`src/rtl/pong_video_out_if.sv`:
```
// Game-state and video signals between the game logic and the display stage.
// The game drives the master side; pong_video_out sits on the slave side.
interface pong_video_out_if;
  logic [9:0] pad_left;
  logic [9:0] pad_right;
  logic [9:0] ball_x;
  logic [8:0] ball_y;
  logic       hsync;
  logic       vsync;
  logic [2:0] rgb;
  logic       frame_start;

  modport master (
    output pad_left, pad_right, ball_x, ball_y,
    input  hsync, vsync, rgb, frame_start
  );

  modport slave (
    input  pad_left, pad_right, ball_x, ball_y,
    output hsync, vsync, rgb, frame_start
  );
endinterface

```
`src/rtl/pong_video_out.sv`:
```
// VGA display stage: pixel-rate timing, per-frame game-state snapshot and
// colour generation for pads, ball and centre net.
module pong_video_out #(
  parameter int CLK_DIV       = 2,
  parameter int SCREEN_WIDTH  = 640,
  parameter int SCREEN_HEIGHT = 480,
  parameter int PAD_WIDTH     = 8,
  parameter int PAD_HEIGHT    = 64,
  parameter int PAD_DISTANCE  = 16,
  parameter int BALL_R        = 3,
  parameter int H_FRONT       = 16,
  parameter int H_SYNC        = 96,
  parameter int H_BACK        = 48,
  parameter int V_FRONT       = 10,
  parameter int V_SYNC        = 2,
  parameter int V_BACK        = 33
) (
  input logic             clk,
  input logic             rst,
  pong_video_out_if.slave video
);

  localparam int H_TOTAL = SCREEN_WIDTH + H_FRONT + H_SYNC + H_BACK;
  localparam int V_TOTAL = SCREEN_HEIGHT + V_FRONT + V_SYNC + V_BACK;
  localparam int DIV_W   = (CLK_DIV > 1) ? $clog2(CLK_DIV) : 1;

  localparam logic [DIV_W-1:0] DIV_LAST = DIV_W'(CLK_DIV - 1);

  localparam logic [9:0] H_LAST   = 10'(H_TOTAL - 1);
  localparam logic [9:0] V_LAST   = 10'(V_TOTAL - 1);
  localparam logic [9:0] H_VIS    = 10'(SCREEN_WIDTH);
  localparam logic [9:0] V_VIS    = 10'(SCREEN_HEIGHT);
  localparam logic [9:0] HS_START = 10'(SCREEN_WIDTH + H_FRONT);
  localparam logic [9:0] HS_STOP  = 10'(SCREEN_WIDTH + H_FRONT + H_SYNC);
  localparam logic [9:0] VS_START = 10'(SCREEN_HEIGHT + V_FRONT);
  localparam logic [9:0] VS_STOP  = 10'(SCREEN_HEIGHT + V_FRONT + V_SYNC);
  localparam logic [9:0] NET_X0   = 10'(SCREEN_WIDTH / 2 - 1);
  localparam logic [9:0] NET_X1   = 10'(SCREEN_WIDTH / 2);
  localparam logic [9:0] CENTRE_X = 10'(SCREEN_WIDTH / 2);
  localparam logic [9:0] CENTRE_Y = 10'(SCREEN_HEIGHT / 2);
  localparam logic [8:0] CENTRE_B = 9'(SCREEN_HEIGHT / 2);

  typedef logic signed [11:0] coord_t;

  localparam coord_t LPAD_X0    = coord_t'(PAD_DISTANCE);
  localparam coord_t LPAD_X1    = coord_t'(PAD_DISTANCE + PAD_WIDTH);
  localparam coord_t RPAD_X0    = coord_t'(SCREEN_WIDTH - PAD_DISTANCE - PAD_WIDTH);
  localparam coord_t RPAD_X1    = coord_t'(SCREEN_WIDTH - PAD_DISTANCE);
  localparam coord_t PAD_HALF   = coord_t'(PAD_HEIGHT / 2);
  localparam coord_t BALL_REACH = coord_t'(BALL_R);

  logic [DIV_W-1:0] div;
  logic             pix_en;
  logic [9:0]       hc;
  logic [9:0]       vc;
  logic             snap_point;

  logic [9:0] snap_pad_left;
  logic [9:0] snap_pad_right;
  logic [9:0] snap_ball_x;
  logic [8:0] snap_ball_y;

  logic       hsync_q;
  logic       vsync_q;
  logic [2:0] rgb_q;
  logic       frame_start_q;

  always_comb begin
    pix_en     = (div == DIV_LAST);
    snap_point = (hc == 10'd0) && (vc == V_VIS);
  end

  always_ff @(posedge clk) begin
    if (!rst) begin
      div <= '0;
    end else if (pix_en) begin
      div <= '0;
    end else begin
      div <= div + 1'b1;
    end
  end

  always_ff @(posedge clk) begin
    if (!rst) begin
      hc <= 10'd0;
      vc <= 10'd0;
    end else if (pix_en) begin
      if (hc == H_LAST) begin
        hc <= 10'd0;
        vc <= (vc == V_LAST) ? 10'd0 : vc + 10'd1;
      end else begin
        hc <= hc + 10'd1;
      end
    end
  end

  // The snapshot is taken just after the last visible line so a whole frame
  // is always drawn from one consistent set of game coordinates.
  always_ff @(posedge clk) begin
    if (!rst) begin
      snap_pad_left  <= CENTRE_Y;
      snap_pad_right <= CENTRE_Y;
      snap_ball_x    <= CENTRE_X;
      snap_ball_y    <= CENTRE_B;
    end else if (pix_en && snap_point) begin
      snap_pad_left  <= video.pad_left;
      snap_pad_right <= video.pad_right;
      snap_ball_x    <= video.ball_x;
      snap_ball_y    <= video.ball_y;
    end
  end

  coord_t     x;
  coord_t     y;
  coord_t     left_c;
  coord_t     right_c;
  coord_t     bx;
  coord_t     by;
  logic       visible;
  logic       left_hit;
  logic       right_hit;
  logic       ball_hit;
  logic       net_hit;
  logic [2:0] colour;
  logic       hsync_next;
  logic       vsync_next;

  // Signed 12-bit geometry lets pad and ball extents run past the top/left
  // edge without wrapping around to the far side of the screen.
  always_comb begin
    x       = coord_t'({2'b00, hc});
    y       = coord_t'({2'b00, vc});
    left_c  = coord_t'({2'b00, snap_pad_left});
    right_c = coord_t'({2'b00, snap_pad_right});
    bx      = coord_t'({2'b00, snap_ball_x});
    by      = coord_t'({3'b000, snap_ball_y});

    visible   = (hc < H_VIS) && (vc < V_VIS);
    left_hit  = (x >= LPAD_X0) && (x < LPAD_X1) &&
                (y >= left_c - PAD_HALF) && (y <= left_c + PAD_HALF);
    right_hit = (x >= RPAD_X0) && (x < RPAD_X1) &&
                (y >= right_c - PAD_HALF) && (y <= right_c + PAD_HALF);
    ball_hit  = (x >= bx - BALL_REACH) && (x <= bx + BALL_REACH) &&
                (y >= by - BALL_REACH) && (y <= by + BALL_REACH);
    net_hit   = ((hc == NET_X0) || (hc == NET_X1)) && !vc[3];

    colour = 3'b000;
    if (visible) begin
      if (ball_hit) begin
        colour = 3'b110;
      end else if (left_hit || right_hit) begin
        colour = 3'b111;
      end else if (net_hit) begin
        colour = 3'b001;
      end
    end

    hsync_next = !((hc >= HS_START) && (hc < HS_STOP));
    vsync_next = !((vc >= VS_START) && (vc < VS_STOP));
  end

  // Sync and colour share one register stage so they stay aligned.
  always_ff @(posedge clk) begin
    if (!rst) begin
      hsync_q <= 1'b1;
      vsync_q <= 1'b1;
      rgb_q   <= 3'b000;
    end else if (pix_en) begin
      hsync_q <= hsync_next;
      vsync_q <= vsync_next;
      rgb_q   <= colour;
    end
  end

  always_ff @(posedge clk) begin
    if (!rst) begin
      frame_start_q <= 1'b0;
    end else begin
      frame_start_q <= pix_en && snap_point;
    end
  end

  assign video.hsync       = hsync_q;
  assign video.vsync       = vsync_q;
  assign video.rgb         = rgb_q;
  assign video.frame_start = frame_start_q;

endmodule

```
`src/flat_wrapper.sv`:
```
// flat-port wrapper written by rule: the top's interface ports become plain ports
module pong_video_out_flat 
#(
  parameter int CLK_DIV       = 2,
  parameter int SCREEN_WIDTH  = 640,
  parameter int SCREEN_HEIGHT = 480,
  parameter int PAD_WIDTH     = 8,
  parameter int PAD_HEIGHT    = 64,
  parameter int PAD_DISTANCE  = 16,
  parameter int BALL_R        = 3,
  parameter int H_FRONT       = 16,
  parameter int H_SYNC        = 96,
  parameter int H_BACK        = 48,
  parameter int V_FRONT       = 10,
  parameter int V_SYNC        = 2,
  parameter int V_BACK        = 33
)
  (clk, rst, video_pad_left, video_pad_right, video_ball_x, video_ball_y, video_hsync, video_vsync, video_rgb, video_frame_start);
  pong_video_out_if video_i ();
  input logic clk;
  input logic rst;
  input wire logic [$bits(video_i.pad_left)-1:0] video_pad_left;
  input wire logic [$bits(video_i.pad_right)-1:0] video_pad_right;
  input wire logic [$bits(video_i.ball_x)-1:0] video_ball_x;
  input wire logic [$bits(video_i.ball_y)-1:0] video_ball_y;
  output wire logic [$bits(video_i.hsync)-1:0] video_hsync;
  output wire logic [$bits(video_i.vsync)-1:0] video_vsync;
  output wire logic [$bits(video_i.rgb)-1:0] video_rgb;
  output wire logic [$bits(video_i.frame_start)-1:0] video_frame_start;
  assign video_i.pad_left = video_pad_left;
  assign video_i.pad_right = video_pad_right;
  assign video_i.ball_x = video_ball_x;
  assign video_i.ball_y = video_ball_y;
  assign video_hsync = video_i.hsync;
  assign video_vsync = video_i.vsync;
  assign video_rgb = video_i.rgb;
  assign video_frame_start = video_i.frame_start;
  pong_video_out #(.CLK_DIV(CLK_DIV), .SCREEN_WIDTH(SCREEN_WIDTH), .SCREEN_HEIGHT(SCREEN_HEIGHT), .PAD_WIDTH(PAD_WIDTH), .PAD_HEIGHT(PAD_HEIGHT), .PAD_DISTANCE(PAD_DISTANCE), .BALL_R(BALL_R), .H_FRONT(H_FRONT), .H_SYNC(H_SYNC), .H_BACK(H_BACK), .V_FRONT(V_FRONT), .V_SYNC(V_SYNC), .V_BACK(V_BACK)) u_core (.clk(clk), .rst(rst), .video(video_i));
endmodule
```
`config.mk`:
```
export PLATFORM = sky130hd
export DESIGN_NAME = pong_video_out_flat
export DESIGN_NICKNAME = d
export VERILOG_FILES = /design/src/rtl/pong_video_out_if.sv /design/src/rtl/pong_video_out.sv /design/src/flat_wrapper.sv
export SDC_FILE = /design/constraint.sdc
export NUM_CORES = 1
export LEC_CHECK = 0
export BUFFER_PORTS_ARGS = -buffer_cell sky130_fd_sc_hd__buf_4
export CORE_MARGIN = 5
export CORE_UTILIZATION = 65
export CTS_CLUSTER_SIZE = 20
export DETAILED_ROUTE_END_ITERATION = 8
export GPL_ROUTABILITY_DRIVEN = 0
export HOLD_SLACK_MARGIN = 0.15
export PLACE_DENSITY_LB_ADDON = 0.15
export SKIP_LAST_GASP = 1
export SYNTH_ARGS = -nofsm -noshare
export SYNTH_HDL_FRONTEND = slang
export SYNTH_SLANG_ARGS = --single-unit
```
`constraint.sdc`:
```
create_clock -name clk -period 4.8 [get_ports clk]
set_clock_uncertainty 0.05 [all_clocks]
set_input_delay 0.48 -clock clk [delete_from_list [all_inputs] [get_ports clk]]
set_output_delay 0.48 -clock clk [all_outputs]
set_load 0.05 [all_outputs]
```
==> results.json, run 1 <==
{
  "ctsHoldBuffers": 0,
  "end_kind": "flip-flop",
  "cp_max_fo": 28,
  "drv_slew": 0,
  "period_minus_slack_ps": 2890,
  "r2r_end": "u_core.snap_pad_left[9]",
  "start_util_pct": 66.4,
  "overflow": 0,
  "die-area_mm2": 0.00973,
  "cts_sinks": 65,
  "holdPathEnd": "u_core.snap_pad_right[7]",
  "worstSetupStartpoint": "u_core.hc[6]",
  "dr_total_vias": 4499,
  "cap_violations": 0,
  "hold_viol": 0,
  "grt_first_pass_wirelength_um": 20400,
  "final_common_cell": "nand2_1",
  "cts_buffers": 9,
  "wl_um": 12000,
  "cp.required_ps": 5020,
  "relSlewSlack_pct": 32.0,
  "die_x_um": 98.6,
  "synth_area_per_cell_um2": 7.93,
  "worst_pin_slew_ps": 1020,
  "diodes": 0,
  "cts_tree": "yes",
  "layout_common_cells": "nand2_1 (106), ha_1 (78), dfxtp_1 (65)",
  "dp.final_hpwl_um": 9080,
  "place_inst": 759,
  "crit_arrival_ps": 3110,
  "ys_seq_area_share_pct": 25.5,
  "regToRegSetupSlack_ps": 1910,
  "cts_buffer_depth": 2,
  "drc": 0,
  "synth-edff-count": 0,
  "drtIter0Drc": 173,
  "path_clk_slew_ps": 70,
  "final-setup-viol-count": 0,
  "die_y_um": 98.6,
  "holdPathStages": 3,
  "min_from": "video_pad_right[7]",
  "ioPinCount": 47,
  "outcome": "complete, no violations",
  "ys_warn_count": 0,
  "final_layout_size_suffix_gt1_share_pct": 10.1,
  "finalPower_uw": 1100,
  "p_per_area_mw_per_mm2": 196,
  "period_share_pct": 60.2,
  "avgRoutedWirePerCell_um": 15.5,
  "cts_max_level": 3,
  "cts_setup_buffers": 0,
  "fin_setup_tns_ps": 0,
  "reg2reg_from": "u_core.hc[6]",
  "async_reset_ff_share_pct": 0,
  "grt_pass1_vias": 4531,
  "grt_max_degree": 49,
  "vias_per_cell": 5.81,
  "yosys_register_bits": 65,
  "grt_use_total_pct": 25.4,
  "core-area_mm2": 0.00769,
  "synth_ff_type": "dfxtp_1",
  "drt_pass1_iterations": 5,
  "hp-class": "in2reg",
  "worst_setup_path_start_kind": "flip-flop",
  "synthToLayoutAreaGrowth_pct": 10.5,
  "post_cts_resized": 0,
  "worstRegToRegCells": 6,
  "clk_latency_ps": 350,
  "rsz0062_at_grt": "no",
  "synthesis.nets": 763,
  "syn_area_mm2": 0.00510,
  "leakagePower_uw": 0.00237,
  "crit_type": "reg2reg",
  "antenna_found_initial": 0,
  "fin_cells": 774,
  "ant_nets": 0,
  "nets": 787,
  "syn-instance-count": 644,
  "rows": 32,
  "ir_drop_mv": 0.191,
  "portBuffers": 46,
  "synthDistinctLibCells": 52,
  "root_buffer": "clkbuf_8",
  "max_freq_ghz": 0.346
}
## state kept, by name (all words and copies together) (netlist names)
signal                    cells
u_core.video.frame_start      1
u_core.video.rgb              2
u_core.video.vsync            1
u_core.snap_pad_right        10
u_core.snap_pad_left         10
u_core.video.hsync            1
u_core.snap_ball_y            9
u_core.hc                    10
u_core.vc                    10
u_core.div                    1
u_core.snap_ball_x           10
## where the power goes
group	total, uW	internal (uW)	switching, uW
combinational	50.4	30.5	19.8
clock	509	290	220
sequential	545	541	3.92
## area by class of cell
cell class	instances	area, um2
clock buffer	10	128
clock inverter	5	81.3
fill	610	2050
inverter	31	116
multi-input combinational	513	3520
sequential	65	1300
tap	102	128
timing repair buffer	48	360
## critical path, stage by stage (launching register included)
cell	delay (ps)
dfxtp_1	420
or4_4	580
nor3b_1	260
and3_1	880
buf_4	370
nand2_1	70
a21boi_0	170
## layer usage
metal  global-route usage, %  part of all wire [%]
met1                    31.9                    44
met2                    43.5                    49
met3                    4.18                   5.1
met4                    9.56                   1.7
met5                       0                     0
## cells in the mapped netlist, drive strengths merged, types with 3 or more instances
master,number,share of area (%)
nor3,12,1.2
and3,7,0.86
inv,31,2.3
nor4b,3,0.51
clkbuf,22,1.6
nor2b,4,0.49
nand3,22,2.2
o21a,4,0.59
nand3b,3,0.44
nor2,47,3.5
o21ai,26,2.5
or4,5,0.88
or3,3,0.37
xor2,28,4.8
dfxtp,65,25
o211ai,11,1.6
a21boi,26,3.8
nand2,106,7.8
a21oi,20,2.0
buf,13,1.6
nand2b,13,1.6
a211oi,6,0.88
nor3b,3,0.44
nor4,7,1.2
nand4,19,2.3
xnor2,30,5.1
and2,5,0.61
ha,78,19
## per-stage QoR
step	area, um2	setup WS (ps)	util [%]	hold slack, ps
finish	5640	1910	73.4	283
global route	5640	1610	73.4	300
CTS	5640	1920	73.4	276
detailed placement	5430	1940	70.6	388
global placement	5430	2020	70.6	390
floorplan	5100	2060	-	393
## cells by family (layout without fill, tap and decap cells)
| logic type | Yosys count | in the layout | share of synthesized area [%] |
|---|---|---|---|
| buffers and inverters | 66 | 94 | 5.47 |
| and+or+nand+nor | 262 | 262 | 24.8 |
| muxes | 1 | 1 | 0.196 |
| AOI/OAI and AO/OA | 114 | 114 | 15.0 |
| DFF | 65 | 65 | 25.5 |
| xor gates and xnor gates | 58 | 58 | 9.95 |
| adders and majority gates | 78 | 78 | 19.1 |
## worst max-delay path by stage
stage	endpoint	depth (start not counted)
floorplan	u_core.video.rgb[1]	13
global placement	u_core.video.rgb[1]	11
detailed placement	u_core.video.rgb[0]	13
CTS	u_core.video.rgb[0]	13
global route	u_core.video.rgb[0]	13
finish	u_core.snap_pad_left[9]	6
Note: power is estimated with default switching activity, not from simulation.
==> inputs of run 2 (changes only) <==
--- a/config.mk
+++ b/config.mk
@@ -7,7 +7,7 @@
 export LEC_CHECK = 0
 export BUFFER_PORTS_ARGS = -buffer_cell sky130_fd_sc_hd__buf_4
 export CORE_MARGIN = 5
-export CORE_UTILIZATION = 65
+export CORE_UTILIZATION = 61
 export CTS_CLUSTER_SIZE = 20
 export DETAILED_ROUTE_END_ITERATION = 8
 export GPL_ROUTABILITY_DRIVEN = 0
==> constraint.sdc (replaced) <==
create_clock -name clk -period 2.8 [get_ports clk]
set_clock_uncertainty 0.05 [all_clocks]
set_input_delay 0.28 -clock clk [delete_from_list [all_inputs] [get_ports clk]]
set_output_delay 0.28 -clock clk [all_outputs]
set_load 0.05 [all_outputs]
==> results.json, run 2 (synthesis gave the netlist of run 1 again) <==
{
  "rsz0062_at_grt": "yes",
  "postLayoutCellArea_mm2": 0.00617,
  "drv_slew": 0,
  "relSlewSlack_pct": 63.6,
  "ant_nets": 0,
  "synthToLayoutAreaGrowth_pct": 20.8,
  "nets": 843,
  "crit_chain": "and3_1, and3_1, o21ai_0, xor2_1, ha_1, a21o_1, a211oi_2, nand2b_1, o21ai_1, nand4_1, o211ai_1, nand2_1",
  "layout_common_cells": "nand2_1 (106), ha_1 (78), buf_4 (71)",
  "fin_util_pct": 75.5,
  "period_minus_slack_ps": 2670,
  "worst_setup_path_start_kind": "flip-flop",
  "max_freq_ghz": 0.374,
  "cts_max_level": 3,
  "critPathTopFamily": "compound AO/OA/AOI/OAI gates",
  "final_layout_size_suffix_gt1_share_pct": 14.1,
  "dpl_cell_area_mm2": 0.00561,
  "fin_cells": 833,
  "grt_first_pass_wirelength_um": 21700,
  "clk_latency_ps": 340,
  "die-area_mm2": 0.0103,
  "start_util_pct": 62.4,
  "drc": 0,
  "root_buffer": "clkbuf_8",
  "cap_violations": 0,
  "cpMostUsedCell": "and3_1",
  "rows": 33,
  "p_per_area_mw_per_mm2": 289,
  "final_common_cell": "nand2_1",
  "crit_type": "reg2reg",
  "wl_um": 13000,
  "grt_max_degree": 49,
  "cp.required_ps": 2990,
  "cp_max_fo": 5,
  "core-area_mm2": 0.00818,
  "dr_total_vias": 4788,
  "die_y_um": 101,
  "final-setup-viol-count": 0,
  "grt_use_total_pct": 26.2,
  "diodes": 0,
  "cp_slowest_cell": "dfxtp_1",
  "slowest_delay_ps": 420,
  "leakagePower_uw": 0.00263,
  "path_clk_slew_ps": 70,
  "end_kind": "flip-flop",
  "place_inst": 785,
  "ioPinCount": 47,
  "cts_buffers": 9,
  "overflow": 0,
  "cts_buffer_depth": 2,
  "finalPower_uw": 1780,
  "drt_pass1_iterations": 7,
  "vias_per_cell": 5.75,
  "hold_viol": 0,
  "antenna_found_initial": 0,
  "ir_drop_mv": 0.235,
  "portBuffers": 46,
  "drtIter0Drc": 181,
  "cts_sinks": 65,
  "dp.final_hpwl_um": 9360,
  "path_buf_inv": 0,
  "hp-class": "in2reg",
  "worst_pin_slew_ps": 545,
  "outcome": "complete, no violations",
  "die_x_um": 101,
  "cts_tree": "yes",
  "crit_arrival_ps": 2860,
  "grt_pass1_vias": 4733,
  "avgRoutedWirePerCell_um": 15.6,
  "period_share_pct": 95.4,
  "fill_cells": 601
}
-- run 2: worst register-to-register path: stages (launching register included) --
cell,delay (ps)
dfxtp_1,420
and3_1,220
and3_1,210
o21ai_0,110
xor2_1,160
ha_1,300
a21o_1,200
a211oi_2,270
nand2b_1,80
o21ai_1,210
nand4_1,160
o211ai_1,110
nand2_1,70
-- run 2: final cells by class --
class	instances	area (um2)	area share (%)
Timing Repair Buffer	104	863	14.0
Clock inverter	3	17.5	0.284
Sequential cell	65	1310	21.2
Multi-Input combinational cell	513	3590	58.2
Tap cell	105	131	2.13
Inverter	31	116	1.89
Clock buffer	12	145	2.35
-- run 2: worst paths after layout --
path	startpoint	end	slack (ps)	depth (start not counted)
max reg2reg	u_core.snap_ball_y[4]	u_core.video.rgb[0]	130	12
min reg2reg	u_core.snap_pad_right[2]	u_core.snap_pad_right[2]	420	2
max	u_core.snap_ball_y[4]	u_core.video.rgb[0]	130	12
min	video_ball_x[5]	u_core.snap_ball_x[5]	160	3
-- run 2: layer usage --
layer | up-vias | global-route usage (%) | part of all wire, %
li1 | 2407 | - | -
met1 | 2231 | 32.9 | 44
met2 | 121 | 44.7 | 49
met3 | 29 | 5.23 | 4.9
met4 | 0 | 9.30 | 2.1
met5 | - | 0 | 0
-- run 2: timing repair --
item,CTS,global route
resized for setup,0,18
endpoints found under the hold margin,33,0
hold buffers,33,0
setup buffers,0,0
endpoints found under the setup margin,0,2
-- run 2: metrics by stage --
step	TNS, ps	hold slack (ps)	worst slack [ps]
after detailed placement	0	410	14.5
after global placement	0	402	86.6
final	0	163	129
after floorplan	0	354	58.7
after CTS	0	153	5.88
after global routing	-49.6	161	-33.8
-- run 2: where the power goes --
part / internal [uW] / switching, uW
Combinational: 84.9 / 46.7
Clock: 339 / 377
Sequential: 927 / 4.42
==> inputs of run 3 (changes only) <==
==> constraint.sdc (replaced) <==
create_clock -name clk -period 2.8 [get_ports clk]
set_clock_uncertainty 0.05 [all_clocks]
set_input_delay 0.56 -clock clk [delete_from_list [all_inputs] [get_ports clk]]
set_output_delay 0.56 -clock clk [all_outputs]
set_load 0.05 [all_outputs]
==> results.json, run 3 (synthesis gave the netlist of run 1 again) <==
{
  "layout_common_cells": "nand2_1 (106), ha_1 (78), buf_4 (71)",
  "outcome": "complete, no violations",
  "antenna_found_initial": 0,
  "final_common_cell": "nand2_1",
  "grt_first_pass_wirelength_um": 20700,
  "ctsHoldBuffers": 0,
  "diodes": 0,
  "rows": 33,
  "dr_total_vias": 4666,
  "max_freq_ghz": 0.374,
  "worst_setup_path_start_kind": "flip-flop",
  "cts_buffer_depth": 2,
  "period_share_pct": 95.6,
  "grt_max_degree": 49,
  "vias_per_cell": 5.83,
  "relSlewSlack_pct": 63.3,
  "cap_violations": 0,
  "fin_setup_tns_ps": 0,
  "overflow": 0,
  "fin_util_pct": 71.4,
  "cpMostUsedCell": "ha_1",
  "root_buffer": "clkbuf_8",
  "hold_viol": 0,
  "clk_latency_ps": 350,
  "cp.required_ps": 2990,
  "ir_drop_mv": 0.235,
  "post_cts_resized": 0,
  "cts_setup_buffers": 0,
  "critPathTopFamily": "compound AO/OA/AOI/OAI gates",
  "synthToLayoutAreaGrowth_pct": 14.4,
  "leakagePower_uw": 0.00249,
  "grt_use_total_pct": 25.1,
  "final-setup-viol-count": 0,
  "grt_pass1_vias": 4485,
  "p_per_area_mw_per_mm2": 297,
  "final_layout_size_suffix_gt1_share_pct": 14.8,
  "rsz0062_at_grt": "yes",
  "slowest_delay_ps": 410,
  "cts_sinks": 65,
  "crit_chain": "inv_1, ha_1, nand2_1, xor2_1, ha_1, a221o_1, a21oi_1, or4_4, o32ai_2, nand2b_1, a22o_1",
  "ioPinCount": 47,
  "hp-class": "in2reg",
  "drv_slew": 0,
  "start_util_pct": 62.4,
  "regToRegSetupSlack_ps": 120,
  "cts_tree": "yes",
  "drtIter0Drc": 203,
  "cp_slowest_cell": "a221o_1",
  "portBuffers": 46,
  "period_minus_slack_ps": 2680,
  "cp_max_fo": 5,
  "die-area_mm2": 0.0103,
  "end_kind": "flip-flop",
  "avgRoutedWirePerCell_um": 15.6,
  "worst_pin_slew_ps": 550,
  "finalPower_uw": 1730,
  "wl_um": 12500,
  "crit_type": "reg2reg",
  "path_clk_slew_ps": 80,
  "die_y_um": 101,
  "drt_pass1_iterations": 7,
  "core-area_mm2": 0.00818,
  "ant_nets": 0,
  "dp.final_hpwl_um": 9360,
  "path_buf_inv": 1,
  "cts_buffers": 9,
  "die_x_um": 101,
  "cts_max_level": 3,
  "crit_arrival_ps": 2860,
  "drc": 0,
  "nets": 810
}
-- run 3: final timing paths --
path	from	end	cells past startpoint
max	u_core.snap_pad_left[5]	u_core.video.rgb[1]	11
min	video_pad_left[7]	u_core.snap_pad_left[7]	3
max reg2reg	u_core.snap_pad_left[5]	u_core.video.rgb[1]	11
min reg2reg	u_core.snap_pad_right[2]	u_core.snap_pad_right[2]	2
-- run 3: cell type report --
class | instances | area [um2]
clock buffers | 12 | 145
inverters | 31 | 116
fillers | 657 | 2340
repair buffers | 71 | 533
clock inverters | 3 | 17.5
flip-flops and latches | 65 | 1310
well taps | 105 | 131
multi-input cells | 513 | 3590
-- run 3: per-stage QoR --
stage | std cells | cell area, um2 | setup slack, ps | hold slack (ps)
after detailed placement | 785 | 5610 | 14.5 | 410
after global placement | 785 | 5610 | 86.6 | 402
final | 800 | 5840 | 123 | 365
after CTS | 800 | 5770 | 5.88 | 358
after floorplan | 644 | 5100 | 58.7 | 393
after global routing | 800 | 5840 | -10.2 | 359
-- run 3: power by group --
group | internal, uW | switching (uW) | leakage, uW | total (uW)
registers | 928 | 4.41 | 0.000526 | 932
clock network | 339 | 371 | 0.0000822 | 709
logic | 54.9 | 38.2 | 0.00188 | 93.1
total | 1320 | 413 | 0.00249 | 1730
-- run 3: metal layers --
| metal | GRT usage, % | wire length [um] |
|---|---|---|
| met5 | 0 | 0 |
| met4 | 7.87 | 278 |
| met3 | 5.17 | 720 |
| met2 | 42.2 | 5990 |
| met1 | 32.4 | 5470 |
-- run 3: tightest hold or removal path, delay by kind of cell --
kind / cells / cell delay, ps
buffers and inverters: 1 / 80
and+or+nand+nor: 2 / 100
